File: src/rtl/opaque_elastic_fifo.sv
// ---------------------------------------------------------------------------
// opaque_elastic_fifo
//
// Elastic FIFO with a fully registered output stage. Both the forward
// (valid/data) and the backward (ready) paths are cut, so no input port
// reaches any output port combinationally. The head word lives in the output
// register. Up to DEPTH-1 further words wait in a small circular buffer.
//
// Parameters:
//   DATA_TYPE  data width in bits (>= 1)
//   DEPTH      capacity in words, including the output register (>= 1)
//
// Ports:
//   clk         clock, rising edge
//   rst         synchronous, active-high reset
//   ins         input data
//   ins_valid   input valid
//   ins_ready   input ready, high whenever the FIFO is not full
//   outs        output data, straight from a register
//   outs_valid  output valid, straight from a register
//   outs_ready  output ready
//   count       occupancy, including the word presented on outs
// ---------------------------------------------------------------------------
module opaque_elastic_fifo #(
  parameter int DATA_TYPE = 32,
  parameter int DEPTH     = 4
) (
  input  logic                       clk,
  input  logic                       rst,
  input  logic [DATA_TYPE-1:0]       ins,
  input  logic                       ins_valid,
  output logic                       ins_ready,
  output logic [DATA_TYPE-1:0]       outs,
  output logic                       outs_valid,
  input  logic                       outs_ready,
  output logic [$clog2(DEPTH+1)-1:0] count
);

  localparam int CNT_W = $clog2(DEPTH + 1);
  localparam int BUF_D = (DEPTH > 1) ? DEPTH - 1 : 1;
  localparam int PTR_W = (BUF_D > 1) ? $clog2(BUF_D) : 1;

  localparam logic [CNT_W-1:0] CNT_FULL = CNT_W'(DEPTH);
  localparam logic [CNT_W-1:0] CNT_ONE  = CNT_W'(1);

  logic                 push;
  logic                 pop;
  logic                 buf_empty;
  logic                 ld_direct;
  logic                 ld_buf;
  logic                 wr_buf;
  logic [DATA_TYPE-1:0] buf_head;

  // ins_ready depends on the registered count only, never on outs_ready.
  assign ins_ready = (count != CNT_FULL);
  assign push      = ins_valid & ins_ready;
  assign pop       = outs_valid & outs_ready;

  // The buffer only holds words behind the head, so it is empty whenever at
  // most one word is stored. For DEPTH=1 this is always true.
  assign buf_empty = (count <= CNT_ONE);

  // A pushed word bypasses the buffer when the output register is free now or
  // frees up on this edge with nothing queued behind it.
  assign ld_direct = push & (~outs_valid | (pop & buf_empty));
  assign ld_buf    = pop & ~buf_empty;
  assign wr_buf    = push & ~ld_direct;

  // ---- circular buffer stage ----
  if (DEPTH > 1) begin : g_buf
    logic [DATA_TYPE-1:0] mem [0:(1<<PTR_W)-1];
    logic [PTR_W-1:0]     rd_ptr;
    logic [PTR_W-1:0]     wr_ptr;

    function automatic logic [PTR_W-1:0] next_ptr(input logic [PTR_W-1:0] p);
      if (p == PTR_W'(BUF_D - 1)) return '0;
      else                        return p + 1'b1;
    endfunction

    always_ff @(posedge clk) begin
      if (wr_buf) mem[wr_ptr] <= ins;
    end

    always_ff @(posedge clk) begin
      if (rst) begin
        rd_ptr <= '0;
        wr_ptr <= '0;
      end else begin
        if (wr_buf) wr_ptr <= next_ptr(wr_ptr);
        if (ld_buf) rd_ptr <= next_ptr(rd_ptr);
      end
    end

    assign buf_head = mem[rd_ptr];
  end else begin : g_nobuf
    assign buf_head = '0;
  end

  // ---- output register stage ----
  always_ff @(posedge clk) begin
    if (rst) begin
      outs       <= '0;
      outs_valid <= 1'b0;
    end else if (ld_direct) begin
      outs       <= ins;
      outs_valid <= 1'b1;
    end else if (ld_buf) begin
      outs       <= buf_head;
      outs_valid <= 1'b1;
    end else if (pop) begin
      // Drained with nothing to refill: outs keeps its last value.
      outs_valid <= 1'b0;
    end
  end

  always_ff @(posedge clk) begin
    if (rst) begin
      count <= '0;
    end else begin
      case ({push, pop})
        2'b10:   count <= count + 1'b1;
        2'b01:   count <= count - 1'b1;
        default: count <= count;
      endcase
    end
  end

endmodule

File: config.mk
export PLATFORM = sky130hd
export DESIGN_NAME = opaque_elastic_fifo
export DESIGN_NICKNAME = d
export VERILOG_FILES = /design/src/rtl/opaque_elastic_fifo.sv
export SDC_FILE = /design/constraint.sdc
export NUM_CORES = 1
export LEC_CHECK = 0
export CAP_MARGIN = 20
export CORE_MARGIN = 1
export CORE_UTILIZATION = 56
export DETAILED_ROUTE_END_ITERATION = 16
export GPL_ROUTABILITY_DRIVEN = 0
export PLACE_DENSITY = 0.81
export SLEW_MARGIN = 20
export SYNTH_ARGS = -nofsm -noshare
export SYNTH_HDL_FRONTEND = slang
export SYNTH_SLANG_ARGS = --single-unit
File: constraint.sdc
create_clock -name clk -period 5.35 [get_ports clk]
set_input_delay 1.07 -clock clk [delete_from_list [all_inputs] [get_ports clk]]
set_output_delay 1.07 -clock clk [all_outputs]
set_load 0.01 [all_outputs]
---- Word-level counts from Yosys, hierarchy flattened ----
Memories as Yosys holds them, arrays and structs flattened. A register that Yosys moved wholly into a read port is not among the register bits.
Index checks and enable logic that the tools add are counted.
operators by class
  $add $sub $neg .......................... 4
  multiply operators ...................... 0
  div/mod/pow operators ................... 0
  $lt $le $gt $ge ......................... 1
  equality and inequality tests ........... 5
  shift-type cells ........................ 0
  muxes and demuxes ....................... 12
  bitwise operators ....................... 10
  reductions and logical operators ........ 3
operators with widths
  operator             number
  $mux 32              2
  $mux 2               4
  $and 1x1->1          6
  $eq 2x2->1 const B   3
  $pmux 3 s2           1
  $mux 1               5
  $add 2x1->2 const B  2
  $reduce_bool 2->1    2
  $add 3x1->3 const B  1
  $le 3x1->1 const B   1
  $ne 3x3->1 const B   1
  $not 1->1            3
  $reduce_bool 3->1    1
  $sub 3x1->3 const B  1
  $eq 2x1->1 const B   1
  $or 1x1->1           1
word-level totals
  register bits after elaboration ......... 40
  bits in latches ......................... 0
  memory bits (writable) .................. 128
  bits in read-only memories .............. 0
  bits of input ports ..................... 36
  output and inout port bits .............. 37
  word-level logic and storage cells ...... 41
  memories kept ........................... 1
memories
  name       words  bits a word  read ports  clocked after Yosys merged registers in  wr ports  line  RTL
  g_buf.mem  4      32           1           1                                        1         71    logic [DATA_TYPE-1:0] mem [0:(1<<PTR_W)-1];

---- Depth between registers and ports, before layout ----
  word-level depth ........................ 8
  gate-level depth with buffers ........... 8
  gate-level depth less buffers ........... 8

---- Worst setup path before layout ----
No wires, ideal clock.
  path kind ............................... input to register
  start ................................... input ins_valid
  end ..................................... memory g_buf.mem[1][0] (enable)
  setup time .............................. 0.470 ns
  data arrival time ....................... 3.958 ns
  data required time ...................... 4.880 ns
  setup slack ............................. 0.922 ns
  stages .................................. 3
  buffers on the path ..................... 0
  cells stage by stage .................... a21boi_4 o211ai_1 nor3b_1
on the way
  word-level cells in the longest chain between the ends .. 6
RTL lines
  element                         line  RTL
  from (decl)                     31    input logic ins_valid,
  $and 1x1->1 *                   56    assign push = ins_valid & ins_ready;
  $and 1x1->1                     65    assign ld_direct = push & (~outs_valid | (pop & buf_empty));
  $not 1->1                       67    assign wr_buf = push & ~ld_direct;
  $and 1x1->1 *                   67
  $mux 1 *                        81    if (wr_buf) mem[wr_ptr] <= ins;
  $mux 1 (not written as such) *  81
  to (decl)                       71
Mark *: on every way between the ends. The rest lies on a longest branch, timed or not.

---- Worst setup path in the final report ----
  start ................................... input ins_valid
  end ..................................... memory g_buf.mem[0][19] (enable)
Same word-level chain as after synthesis.

==> reports/metrics.csv <==
metric,value,unit
run status,"finished, final reports clean",
die height,114,um
Worst Setup SP,ins_valid,
"Hold Vio Cnt, Final",0,
pin count of the biggest net entering global routing,41,
crit path max fanout,35,
Post-Synthesis Cells,411,
routed vias,4123,
Via-to-Cell Ratio,6.27,
Final Util,0.687,
Pwr Density,361,nW/um2
hold path start,g_buf.rd_ptr[0],
first-pass GRT wire length,23900,um
Max clock buf depth,2,
depth of the CTS H-tree,4,
drt wl/cell,22.8,um
Crit. End Element,flop,
headroom to the max-slew limit,0.280,
DPL Wire Length,8290,um
I/O pin count,73,
CTS root buf,clkbuf_16,
# clock sinks,170,
Worst Skew,4.54,ps
Worst R2R Start,count[0],
Post-synth EDFFs,128,
drt drc,0,
Worst Hold Class,flop to flop,
peak supply drop,213,uV
clock latency on the worst-skew pair,420,ps
Synth Flop Type,edfxtp_1,
drt first pass iters,4,
cell leakage power,2.75,nW
GRT Util Overall,0.253,
initial antenna violation count,0,
top-area cell type share of the netlist area,0.550,
slowest CP cell,inv_1,
number of diodes,0,
Synthesis Warnings,0,
Buffers on Ports,72,
Synth Net Count,452,
max cap viols,0,
ranking of synthesized cells by area,"edfxtp_1 (55%), dfxtp_1 (12%), mux4_2 (10%)",
Final Routed Wirelength,15000,um
Mapped Area,6990,um2
Setup crit start kind,input pin,
top-count cell post-synth,edfxtp_1,
Commonest cells post-synth,"edfxtp_1 (128), dfxtp_1 (42), inv_1 (36)",
DRT antenna net count,0,
Crit path top cell by count,buf_4,
Core Footprint,12100,um2
"CP delay by family, top",buffers and inverters,
synthesized flop and latch total,170,
Setup Crit Path Kind,input pin to flop,
Post-CTS Resized,0,
Max Fclk,274,MHz
register area share after synthesis,0.670,
CP required,5470,ps
clk slew on worst S/H paths,60,ps
initial DRC count,328,
Setup TNS,0,ps
Crit path largest cell delay,610,ps
Starting Density,0.577,
Hold Buf Count CTS,0,
CP cell instances,clkdlybuf4s50_1 -> a21boi_4 -> buf_4 -> o211ai_1 -> or3_1 -> inv_1 -> buf_4,
syn avg cell area,17.0,um2
CTS buffer count,17,
Critical Path AT,3760,ps
Syn-to-layout area delta,19.0,%
worst hold path depth,2,
row cnt,40,
post-synthesis cell type count,35,
# setup viols final,0,
# fillers,814,
RSZ-0062 raised after global routing,false,
die area,12900,um2
vias in the first global route,4222,
Worst Tran Pin Value,1080,ps
Buf/Inv on CP,4,
Worst Reg-to-Reg Cells,8,
Async SR Flop Fraction,0,
ratio of cells with drive above 1 in the final layout,0.229,
Tmin final,3650,ps
total gr overflow,0,
Die X,114,um
WP depth,7,
Yosys top cell by area,edfxtp_1,
setup bufs post-CTS,0,
Tcrit/Tclk final,0.681,
CTS tree,yes,
Final nets,518,
Slew Limit Fails,0,
-- cell families after synthesis --
kind of cell	after synthesis	synth area share
flip-flops	170	0.670
AO/OA/AOI/OAI	77	0.119
buffers and inverters	72	0.0494
AND/OR/NAND/NOR	52	0.0462
multiplexers	33	0.104
adder cells (fa/ha/maj)	5	0.00894
XOR/XNOR	2	0.00250
-- layout make-up --
cell class	instances	area (um2)	share of cell area
tap	168	210	0.0253
multi-input combinational	169	1970	0.237
inverter	36	135	0.0162
sequential	170	4690	0.563
clock buffer	23	468	0.0562
clock inverter	9	50.0	0.00601
timing repair buffer	83	801	0.0962
-- worst reg2reg max path, stage by stage, from the launching register on --
cell      delay [ps]
dfxtp_1          490
inv_1            120
ha_1             260
a21boi_4         150
buf_4            400
o211ai_1         310
or3_1            400
inv_1            610
buf_4            340
-- layer usage --
layer	vias to the layer above	global-route usage	share of wire
met4	0	0.0974	0.020
li1	1801	-	-
met1	2101	0.351	0.41
met2	194	0.397	0.50
met3	27	0.0558	0.071
met5	-	0	0
-- flip-flops by register name (all words and copies together), names as in the netlist, named ones only --
| signal | cells |
|---|---|
| g_buf.mem | 128 |
| g_buf.wr_ptr | 2 |
| g_buf.rd_ptr | 2 |
| outs_valid | 1 |
| count | 3 |
| outs | 32 |
-- metrics by stage --
stage,cells,area (um2),setup slack (ps),total power [mW],hold slack (ps)
floorplan,411,6990,922,1.79,454
global placement,626,7800,1350,1.94,462
detailed placement,626,7800,1250,1.95,473
CTS,658,8320,1660,3.02,481
global route,658,8320,1580,3.11,533
finish,658,8320,1700,3.00,481
-- power by group --
part           total (mW)  switching [mW]  internal, mW
logic               0.416           0.229         0.187
clock network        1.08           0.465         0.611
registers            1.51          0.0403          1.47
total                3.00           0.734          2.27
-- final timing paths --
kind,end,slack [ps]
worst min register to register,flop,480
worst min-delay path,flop,480
worst max register to register,g_buf.mem[0][19],1960
worst max-delay path,g_buf.mem[0][19],1700
-- cells in the final DEF, fill, tap and decap left out, drive strengths merged, types with 2 or more instances in the layout --
cell type,instances
a21oi,5
a221oi,32
a22oi,32
and2,3
buf,12
clkbuf,23
clkdlybuf4s50,71
clkinv,7
clkinvlp,2
dfxtp,42
edfxtp,128
ha,5
inv,36
mux4,32
nand2,4
nand2b,2
nand4,32
nor2,3
nor3b,2
o21ai,3
o21ba,2
or3,4
xor2,2
(Power assumes the default switching activity.)
